### config.mk
export PLATFORM = sky130hd
export DESIGN_NAME = spi_cfg_slave
export DESIGN_NICKNAME = d
export VERILOG_FILES = /design/src/rtl/spi_cfg_pkg.sv /design/src/rtl/spi_slv_sync.sv /design/src/rtl/spi_cfg_slave.sv
export SDC_FILE = /design/constraint.sdc
export NUM_CORES = 1
export LEC_CHECK = 0
export CAP_MARGIN = 25
export CORE_UTILIZATION = 36
export DETAILED_ROUTE_END_ITERATION = 12
export GPL_ROUTABILITY_DRIVEN = 0
export SKIP_LAST_GASP = 1
export SLEW_MARGIN = 20
export SYNTH_ARGS = -nofsm -noshare
export SYNTH_HDL_FRONTEND = slang
export SYNTH_HIERARCHICAL = 1
export SYNTH_SLANG_ARGS = --single-unit
### constraint.sdc
create_clock -name clk -period 5.5 [get_ports clk]
set_input_delay 1.65 -clock clk [delete_from_list [all_inputs] [get_ports clk]]
set_output_delay 1.65 -clock clk [all_outputs]
set_load 0.005 [all_outputs]
### src/rtl/spi_cfg_pkg.sv
// Shared frame layout for the 24-bit SPI configuration link.
// Used by the responder RTL and by the clock-init script tools.
package spi_cfg_pkg;

  localparam int FrmLen = 24;
  localparam int RnwBit = 23;
  localparam int AdrMsb = 22;
  localparam int AdrLsb = 8;
  localparam int DatMsb = 7;
  localparam int CntW   = 5;

  typedef enum logic {
    ST_IDLE,
    ST_SHIFT
  } state_e;

endpackage

### src/rtl/spi_slv_sync.sv
// Pin synchronizer with edge pulses for the SPI responder.
// Pulses are held off until the chain holds only real pin samples.
module spi_slv_sync #(
  parameter int   SyncLen = 2,
  parameter logic RstVal  = 1'b1
) (
  input  logic clk,
  input  logic rst_n,
  input  logic d_i,
  output logic lvl_o,
  output logic rise_o,
  output logic fall_o
);

  logic [SyncLen-1:0] sync_q;
  logic [SyncLen:0]   vld_q;
  logic               dly_q;

  always_ff @(posedge clk or negedge rst_n) begin
    if (!rst_n) begin
      sync_q <= {SyncLen{RstVal}};
      dly_q  <= RstVal;
      vld_q  <= '0;
    end else begin
      sync_q <= {sync_q[SyncLen-2:0], d_i};
      dly_q  <= sync_q[SyncLen-1];
      vld_q  <= {vld_q[SyncLen-1:0], 1'b1};
    end
  end

  assign lvl_o  = sync_q[SyncLen-1];
  assign rise_o = vld_q[SyncLen] & lvl_o & ~dly_q;
  assign fall_o = vld_q[SyncLen] & ~lvl_o & dly_q;

endmodule

### src/rtl/spi_cfg_slave.sv
// Mode-3 SPI configuration responder with a byte register file.
// Frame = {rnw, adr[14:0], dat[7:0]}, MSB first.
import spi_cfg_pkg::*;

module spi_cfg_slave #(
  parameter int AdrWid  = 6,
  parameter int SyncLen = 2
) (
  input  logic              clk,
  input  logic              rst_n,
  input  logic              csb,
  input  logic              sclk,
  input  logic              mosi,
  output logic              miso,
  output logic              miso_oe,
  output logic              wr_stb,
  output logic [AdrWid-1:0] wr_adr,
  output logic [7:0]        wr_dat,
  input  logic [AdrWid-1:0] rd_adr,
  output logic [7:0]        rd_dat,
  output logic              err_abort
);

  localparam int Depth = 1 << AdrWid;
  localparam int RdRnw = RnwBit - AdrLsb;
  localparam logic [CntW-1:0] CntRd  = CntW'(RdRnw);
  localparam logic [CntW-1:0] CntFrm = CntW'(FrmLen);

  logic csb_lvl, csb_rise, csb_fall;
  logic sclk_lvl, sclk_rise, sclk_fall;
  logic mosi_s, mosi_rise, mosi_fall;
  logic unused_lvl;

  spi_slv_sync #(.SyncLen(SyncLen), .RstVal(1'b1)) u_csb (
    .clk(clk), .rst_n(rst_n), .d_i(csb),
    .lvl_o(csb_lvl), .rise_o(csb_rise), .fall_o(csb_fall)
  );

  spi_slv_sync #(.SyncLen(SyncLen), .RstVal(1'b1)) u_sclk (
    .clk(clk), .rst_n(rst_n), .d_i(sclk),
    .lvl_o(sclk_lvl), .rise_o(sclk_rise), .fall_o(sclk_fall)
  );

  spi_slv_sync #(.SyncLen(SyncLen), .RstVal(1'b0)) u_mosi (
    .clk(clk), .rst_n(rst_n), .d_i(mosi),
    .lvl_o(mosi_s), .rise_o(mosi_rise), .fall_o(mosi_fall)
  );

  assign unused_lvl = ^{csb_lvl, sclk_lvl, mosi_rise, mosi_fall};

  state_e              state_q, state_d;
  logic [CntW-1:0]     cnt_q, cnt_d;
  logic [FrmLen-1:0]   sr_q, sr_d, sr_nx;
  logic [7:0]          tx_q, tx_d;
  logic                pend_q, pend_d;
  logic                oe_q, oe_d;
  logic                miso_q, miso_d;
  logic                stb_q, stb_d;
  logic                err_q, err_d;
  logic [AdrWid-1:0]   wadr_q, wadr_d;
  logic [7:0]          wdat_q, wdat_d;
  logic [7:0]          rdd_q;
  logic                we;
  logic [7:0]          mem_q [Depth];

  assign sr_nx = {sr_q[FrmLen-2:0], mosi_s};

  always_comb begin
    state_d = state_q;
    cnt_d   = cnt_q;
    sr_d    = sr_q;
    tx_d    = tx_q;
    pend_d  = pend_q;
    oe_d    = oe_q;
    miso_d  = miso_q;
    stb_d   = 1'b0;
    err_d   = 1'b0;
    wadr_d  = wadr_q;
    wdat_d  = wdat_q;
    we      = 1'b0;
    unique case (state_q)
      ST_IDLE: begin
        if (csb_fall) begin
          state_d = ST_SHIFT;
          cnt_d   = '0;
          sr_d    = '0;
        end
      end
      ST_SHIFT: begin
        if (csb_rise) begin
          state_d = ST_IDLE;
          oe_d    = 1'b0;
          miso_d  = 1'b0;
          pend_d  = 1'b0;
          if (cnt_q != CntFrm) begin
            err_d = 1'b1;
          end else if (!sr_q[RnwBit] &&
                       sr_q[AdrMsb:AdrLsb+AdrWid] == '0) begin
            we     = 1'b1;
            stb_d  = 1'b1;
            wadr_d = sr_q[AdrLsb+AdrWid-1:AdrLsb];
            wdat_d = sr_q[DatMsb:0];
          end
        end else begin
          if (sclk_rise) begin
            sr_d = sr_nx;
            if (cnt_q != '1) cnt_d = cnt_q + 1'b1;
            if (cnt_q == CntRd && sr_nx[RdRnw]) begin
              pend_d = 1'b1;
              tx_d   = (sr_nx[RdRnw-1:AdrWid] == '0) ?
                       mem_q[sr_nx[AdrWid-1:0]] : 8'h00;
            end
          end
          // Drive only on falls so miso is settled at the master's rise.
          if (sclk_fall && (pend_q || oe_q)) begin
            oe_d   = 1'b1;
            miso_d = tx_q[7];
            tx_d   = {tx_q[6:0], 1'b0};
            pend_d = 1'b0;
          end
        end
      end
      default: state_d = ST_IDLE;
    endcase
  end

  always_ff @(posedge clk or negedge rst_n) begin
    if (!rst_n) begin
      state_q <= ST_IDLE;
      cnt_q   <= '0;
      sr_q    <= '0;
      tx_q    <= '0;
      pend_q  <= 1'b0;
      oe_q    <= 1'b0;
      miso_q  <= 1'b0;
      stb_q   <= 1'b0;
      err_q   <= 1'b0;
      wadr_q  <= '0;
      wdat_q  <= '0;
      rdd_q   <= '0;
    end else begin
      state_q <= state_d;
      cnt_q   <= cnt_d;
      sr_q    <= sr_d;
      tx_q    <= tx_d;
      pend_q  <= pend_d;
      oe_q    <= oe_d;
      miso_q  <= miso_d;
      stb_q   <= stb_d;
      err_q   <= err_d;
      wadr_q  <= wadr_d;
      wdat_q  <= wdat_d;
      rdd_q   <= mem_q[rd_adr];
    end
  end

  always_ff @(posedge clk or negedge rst_n) begin
    if (!rst_n) begin
      for (int i = 0; i < Depth; i++) mem_q[i] <= '0;
    end else if (we) begin
      mem_q[wadr_d] <= wdat_d;
    end
  end

  assign miso      = miso_q;
  assign miso_oe   = oe_q;
  assign wr_stb    = stb_q;
  assign wr_adr    = wadr_q;
  assign wr_dat    = wdat_q;
  assign rd_dat    = rdd_q;
  assign err_abort = err_q;

endmodule

* Word-level counts from Yosys, hierarchy flattened *
Cells that the tools add are included.

operators by class
  add/sub/neg operators = 1
  magnitude comparators = 4
  eq/ne operators = 7
  muxes and demuxes = 48
  bitwise gates (word level) = 17
  reduce and logical (&&, ||, !) cells = 18

operators by type and width
  cell                 count
  $bwmux 512           1
  $mux 8               13
  $bmux 8 s6           2
  $mux 24              3
  $demux 8 s6          1
  $pmux 24 s2          1
  $mux 6               4
  $ge 7x7->1 const B   3
  $not 6->7            3
  $mux 5               4
  $logic_not 9->1      2
  $mux 1               17
  $ne 5x5->1 const B   2
  $pmux 5 s2           1
  $and 1x1->1          8
  $reduce_and 4->1     2
  $lt 7x1->1 const B   1
  $ne 2x2->1 const B   3
  $not 1->1            6
  $reduce_and 3->1     2
  $reduce_bool 2->1    3
  $reduce_bool 3->1    2
  $add 5x1->5 const B  1
  $eq 5x4->1 const B   1
  6 further kinds      9

word-level totals
  bits in registers = 591
  bits of input ports = 11
  word-level logic and storage cells = 178

* Logic depth before layout (Yosys ltp) *
Gate-level depths: netlist (run 1).

  depth after elaboration = 12
  gate-level depth with buffers = 12

* Hierarchy *
Netlist (run 1), hierarchy kept.

modules (own cells, without submodules)
  module                     times used  cells each  area each (sq um)
  spi_cfg_slave              1           2,634       30,022.5
  spi_slv_sync at u_csb ...  2           9           175.2
  spi_slv_sync at u_mosi     1           9           171.4

* Least setup slack after synthesis (run 1) *
OpenSTA, ideal clock, no wires.

  kind = input to register
  start = input rd_adr[0]
  end = register rdd_q[0], in the netlist rd_dat[0]
  library setup time = 0.136 ns
  data arrival time = 3.752 ns
  data required time = 5.364 ns
  path slack = 1.612 ns
  stages = 6
  cell sequence = buf_2 -> buf_1 -> mux4_2 -> mux4_2 -> a211oi_1 -> a21oi_1

between the ends
  word-level cells in the longest chain between the ends = 4

RTL lines
  what                                       RTL line              source
  from (decl)                                spi_cfg_slave.sv:19   input logic [AdrWid-1:0] rd_adr,
  $not 6->7 (implied by the code)            spi_cfg_slave.sv:153  rdd_q <= mem_q[rd_adr];
  $bmux 8 s6                                 spi_cfg_slave.sv:153
  $mux 8 (implied by the code) (2 in a row)  spi_cfg_slave.sv:153
  to (signal assigned)                       spi_cfg_slave.sv:153
  to (decl)                                  spi_cfg_slave.sv:62   logic [7:0] rdd_q;

No other way between the ends. The select of a mux whose other input is x is not followed.
A chain may end at the register's enable or synchronous reset.

* Worst setup path after layout (run 1) *
  start = register u_csb.sync_q[1]
  end = register mem_q[280] in the netlist's numbering

between the ends
  word-level cells in the longest chain between the ends = 10
  elaborated cells between the ends (all ways) = 15

RTL lines
  what                                                            RTL line              source
  from (decl)                                                     spi_slv_sync.sv:15    logic [SyncLen-1:0] sync_q;
  from (signal assigned)                                          spi_slv_sync.sv:21    sync_q <= {SyncLen{RstVal}};
  from (signal assigned)                                          spi_slv_sync.sv:25    sync_q <= {sync_q[SyncLen-2:0], d_i};
  $and 1x1->1 (*) (2 in a row)                                    spi_slv_sync.sv:32    assign rise_o = vld_q[SyncLen] & lvl_o & ~dly_q;
  via csb_rise                                                    spi_cfg_slave.sv:29   logic csb_lvl, csb_rise, csb_fall;
  $mux 6                                                          spi_cfg_slave.sv:90   if (csb_rise) begin
  $mux 6                                                          spi_cfg_slave.sv:81   unique case (state_q)
  $not 6->7 (implied by the code)                                 spi_cfg_slave.sv:161  mem_q[wadr_d] <= wdat_d;
  $ge 7x7->1 (implied by the code) or $lt 7x1->1 (tied branches)  spi_cfg_slave.sv:161
  $logic_and 1x1->1 (implied by the code)                         spi_cfg_slave.sv:161
  $mux 8 (implied by the code)                                    spi_cfg_slave.sv:161
  $demux 8 s6                                                     spi_cfg_slave.sv:161
  $bwmux 512                                                      spi_cfg_slave.sv:161
  to (signal, indexed assignment)                                 spi_cfg_slave.sv:161
  to (decl)                                                       spi_cfg_slave.sv:64   logic [7:0] mem_q [Depth];

Mark *: on every way through the listed nets, which the timed path passes. The rest lies on a longest branch.

==> flow_summary.toml, run 1 <==
[sta]
period_minus_slack_ns = 4.42
fin_skew_ns = 0.0304
finalSetupTns_ns = 0
maxSlewViolCount = 0
fmax_mhz = 226
tightestPinTransition_ns = 1.08
setup_ws_ns = 1.08
setup_viol = 0
rsz0062_at_grt = "false"
maxSlewHeadroom_pct = 27.7
whs_ns = 0.348
period_share_pct = 80.4
final-hold-violation-count = 0

[cells_and_area]
multiInputGateArea_um2 = 14500
seq_area_um2 = 14800
fin_util_pct = 40.6
synthToLayoutAreaGrowth_pct = 11.7
fillCellCount = 7822
final_cells = 3736
nets = 2564
drive_gt1_share_pct = 19.7

[critical_path]
critical_path_class = "reg2reg"
max_stage_delay_ns = 0.93
timing.rr.end = "mem_q[280]$_DFFE_PN0P_"
critPathLaunchType = "register"
worstPathCellList = "and3b_1, and4bb_2, nand4_2, mux2i_4, inv_2, nor4_4, nand3_1, o21ai_0"
critPathBufInv = 1
reg2regPathDepth = 8
path_delay_family = "simple AND/OR/NAND/NOR gates"
required_ns = 6.02
rrSetupSlack_ns = 1.08
critPathLaunch = "u_csb/sync_q[1]$_DFF_PN1_"
timing.rr.start = "u_csb/sync_q[1]$_DFF_PN1_"
critPathArrivalTime_ns = 4.94
end_kind = "register"
crit_slowest_cell = "mux2i_4"
path_max_fanout = 23

[yosys]
synth_area_um2 = 30400
yosys_warnings = 6
synthCells = 2654
synthesis.nets = 2669
syn_area_per_cell_um2 = 11.5

[grt]
grt_max_degree = 107
grt.total_usage_pct = 24.4
grt_pass1_vias = 23469
antenna_found_initial = 3
grt_pass1_wl_um = 158000
overflow = 0

[flow_run]
drv_cap = 0

[clock_tree]
clock_sinks = 591
postCtsSetupRepairBufs = 0
insertion_delay_ns = 0.63
clock_path_buffers = 3
cts_root_buffer = "clkbuf_16"
cts_hold_buf = 0
cts-resized-gates = 0
cts_tree = "yes"
cts_made_buffers = 66
clk_pin_slew_ns = 0.06
cts_max_level = 3

[power]
p_leak_nw = 13.6
irDropWorstVdd_mv = 0.232
cellPowerDensity_nw_per_um2 = 282

[min_path]
hold_class = "reg2reg"
hold_end = "u_csb/vld_q[2]$_DFF_PN0_"
worstHoldStart = "u_csb/vld_q[1]$_DFF_PN0_"
hold_depth = 0

[die]
core_area_um2 = 83700
std_cell_rows = 106
die_w_um = 293
die_area_um2 = 85700
initial_core_util_pct = 36.4
io_pins = 37
die_y_um = 293

[route]
routed_wl_um = 104000
routedWlPerCell_um = 27.8
via_per_inst = 6.47
drt_first_pass_iters = 6
vias = 24164
dr.first_iter.drc_count = 3450
ant_nets = 0
drcViolationCount = 0

[placed_design]
dp.cells = 3615
dp_hpwl_um = 67200
io_buffers = 36
pre_cts_ws_ns = 0.712

[status]
status = "finished, final reports clean"
-- placed cells by master (no fill, tap or decap), drive strengths merged, types with 2 or more instances in the layout --
cell type / n
a211oi: 7
nor3: 2
a22oi: 28
a21oi: 16
dfstp: 6
dfrtp: 585
or4: 8
and3: 4
mux2i: 64
or2: 3
nand3: 59
nor4: 17
bufinv: 4
and4: 2
and2: 11
o21a: 2
o21ai: 968
xor2: 2
mux2: 4
inv: 21
nand2b: 4
nor2: 14
ha: 4
buf: 71
mux4: 287
clkdlybuf4s50: 30
nand2: 199
nand4: 30
conb: 2
and3b: 5
clkbuf: 98
clkinv: 15
nor2b: 12
a221oi: 3
nand3b: 3
-- how the worst max path moves through the flow --
stage	depth (start not counted)	to
global placement	7	rd_dat[1]$_DFF_PN0_
detailed placement	7	rd_dat[1]$_DFF_PN0_
CTS	7	mem_q[332]$_DFFE_PN0P_
global route	8	mem_q[316]$_DFFE_PN0P_
floorplan	6	rd_dat[0]$_DFF_PN0_
finish	8	mem_q[280]$_DFFE_PN0P_
-- metrics by stage --
| step | total power [mW] | instance area, um2 |
|---|---|---|
| detailed placement | 5.10 | 31800 |
| global placement | 5.09 | 31800 |
| floorplan | 4.84 | 30400 |
| global route | 9.84 | 34000 |
| CTS | 9.63 | 34000 |
| finish | 9.58 | 34000 |
-- area by class of cell --
cell class                      instances  area share [%]
Inverter                               18           0.199
Sequential cell                       591            43.6
Clock inverter                         23           0.773
Tap cell                             1134            4.17
Antenna cell                            1         0.00736
Timing Repair Buffer                  102            2.91
Multi-Input combinational cell       1770            42.6
Clock buffer                           97            5.74
-- worst reg2reg max path: cells and delay by family, from the launching register on --
family          cells  cell delay [ns]
compound gates      1             0.32
simple gates        5             2.04
buf+inv             1             0.50
flops               1             0.53
mux                 1             0.93
-- registers in the layout (all words and copies together) (netlist names), 2 cells and up --
register and flops:
mem_q 512, u_sclk/vld_q 3, u_csb/vld_q 3, u_csb/sync_q 2
u_sclk/sync_q 2, cnt_q 5, u_mosi/sync_q 2, sr_q 24
tx_q 8, wr_adr 6, wr_dat 8, rd_dat 8
-- per-layer routing --
metal	vias up	GRT usage (%)	part of all wire [%]
met5	-	0	0.033
met4	6	11.0	4.8
met3	253	6.23	11
met2	1561	36.3	45
met1	12538	33.6	40
li1	9806	-	-
-- power breakdown --
group / switching, mW / internal (mW) / leakage, nW
clock network: 1.89 / 2.66 / 1.09
registers: 0.0938 / 4.37 / 8.21
logic: 0.343 / 0.214 / 4.33
Power figures use the tool's default switching activity.
==> inputs of run 2 (changes only) <==
- clock period: 5.5 -> 3.7 ns (I/O delays scaled with it)
==> run 2 against run 1 <==
  * Wire length is 0.41% higher
  * Clock power is 49% higher
  * Final area is 2.0% higher
  * Non-clock buffer count increased by 61
  * Largest cell class unchanged
  * Highest routed layer unchanged
==> flow_summary.toml, run 2 (synthesized netlist as in run 1, its figures left out) <==
[status]
status = "finished, final reports clean"

[critical_path]
path_common_cell = "buf_4"
required_ns = 4.25
critPathBufInv = 3
path_max_fanout = 17
worstPathCellList = "and3b_1, and4bb_2, nand4_2, buf_4, mux2i_2, buf_4, inv_2, nor4_2, nand3_1, o21ai_0"
reg2regPathDepth = 10
critPathArrivalTime_ns = 4.14
critPathLaunchType = "register"
path_delay_family = "simple AND/OR/NAND/NOR gates"
critical_path_class = "reg2reg"
max_stage_delay_ns = 0.54
end_kind = "register"
crit_slowest_cell = "dfstp_2"
path_depth = 10

[cells_and_area]
n_antenna_cell = 0
fillCellCount = 7745
drive_gt1_share_pct = 21.5
nets = 2627
final_common_cell = "o21ai_0"
regMostFlops = "mem_q"
synthToLayoutAreaGrowth_pct = 13.9
final_cell_mix = "936 x o21ai_0, 582 x dfrtp_1, 287 x mux4_2"
largest_reg_flops = 512
final_cells = 3795
top_regs = "mem_q (512), sr_q (24)"

[clock_tree]
cts_max_level = 3
cts_made_buffers = 68
clock_path_buffers = 3
cts_root_buffer = "clkbuf_16"
clock_sinks = 591
cts_tree = "yes"
insertion_delay_ns = 0.65
clk_pin_slew_ns = 0.06

[min_path]
hold_class = "reg2reg"
hold_depth = 0

[die]
io_pins = 37
std_cell_rows = 106
initial_core_util_pct = 36.4
core_area_um2 = 83700
die_w_um = 293
die_area_um2 = 85700
die_y_um = 293

[grt]
grt.total_usage_pct = 24.7
antenna_found_initial = 3
overflow = 0
grt_pass1_vias = 24070
grt_pass1_wl_um = 160000
grt_max_degree = 117

[sta]
fin_skew_ns = 0.0313
fmax_mhz = 278
tightestPinTransition_ns = 0.930
period_share_pct = 97.3
period_minus_slack_ns = 3.60
maxSlewHeadroom_pct = 37.8
setup_viol = 0
maxSlewViolCount = 0
final-hold-violation-count = 0
rsz0062_at_grt = "false"

[route]
routed_wl_um = 104000
via_per_inst = 6.39
ant_nets = 0
drt_first_pass_iters = 6
drcViolationCount = 0
dr.first_iter.drc_count = 3286
routedWlPerCell_um = 27.4
vias = 24265

[flow_run]
drv_cap = 0

[power]
irDropWorstVdd_mv = 0.338
power_mw = 14.3
p_leak_nw = 14.0
cellPowerDensity_nw_per_um2 = 413

[placed_design]
io_buffers = 36
dp_hpwl_um = 69200
dp.cells = 3673
==> run 2: cell count changes in the layout (fill, tap and decap cells not counted), sizes merged <==
cell      before  now
buf           71  132
bufinv         4    3
clkbuf        98  103
clkinv        15   10
clkinvlp       1    2
diode          1    0
inv           21   20
==> run 2: what timing repair did <==
action / in CTS / in global routing
hold buffers: 0 / 0
endpoints found under the setup margin: 0 / 171
gates resized for setup: 0 / 6
buffers inserted: 0 / 2
==> run 2: worst paths after layout <==
path	start	end	slack, ns
min in group asynchronous	rst_n	mem_q[508]$_DFFE_PN0P_	0.40
min reg2reg	u_csb/vld_q[0]$_DFF_PN0_	u_csb/vld_q[1]$_DFF_PN0_	0.35
max in group asynchronous	rst_n	mem_q[229]$_DFFE_PN0P_	2.28
min	u_csb/vld_q[0]$_DFF_PN0_	u_csb/vld_q[1]$_DFF_PN0_	0.35
max reg2reg	u_csb/sync_q[1]$_DFF_PN1_	mem_q[88]$_DFFE_PN0P_	0.10
max	u_csb/sync_q[1]$_DFF_PN1_	mem_q[88]$_DFFE_PN0P_	0.10
==> run 2: area by class of cell <==
| class | instances | area [um2] | area share (%) |
|---|---|---|---|
| Clock buffer | 102 | 1980 | 5.71 |
| Clock inverter | 17 | 240 | 0.693 |
| Inverter | 18 | 67.6 | 0.195 |
| Multi-Input combinational cell | 1770 | 14500 | 41.9 |
| Sequential cell | 591 | 14800 | 42.7 |
| Tap cell | 1134 | 1420 | 4.09 |
| Timing Repair Buffer | 163 | 1640 | 4.72 |
==> run 2: through the flow <==
step | TNS (ns) | instance area, um2 | utilization (%) | hold slack, ns | setup WS, ns
global placement | -0.210 | 32400 | 38.7 | 0.335 | -0.109
finish | 0 | 34700 | 41.4 | 0.347 | 0.101
CTS | 0 | 34600 | 41.4 | 0.348 | 0.0764
global route | 0 | 34700 | 41.4 | 0.353 | 0.0165
detailed placement | -0.226 | 32400 | 38.7 | 0.335 | -0.129
floorplan | 0 | 30400 | - | 0.331 | 0.352
==> run 2: report_power, final <==
group | switching (mW) | internal [mW] | leakage [nW]
registers | 0.121 | 6.50 | 8.21
logic | 0.546 | 0.351 | 4.72
clock network | 2.85 | 3.94 | 1.08
total | 3.52 | 10.8 | 14.0
==> run 2: layer usage <==
layer  vias to the layer above  global-route usage, %  wire length, um
met4                         6                   11.3             4960
met3                       286                   6.98            11700
met5                         -                      0               41
li1                       9917                      -                -
met2                      1450                   36.6            46800
met1                     12606                   33.4            40600
==> run 2: worst register-to-register path: cells and delay by family, from the launching register on <==
family / cells / cell delay, ns
multiplexers: 1 / 0.18
flip-flops: 1 / 0.54
buffers and inverters: 3 / 0.80
AND/OR/NAND/NOR: 5 / 1.65
AO/OA/AOI/OAI: 1 / 0.34
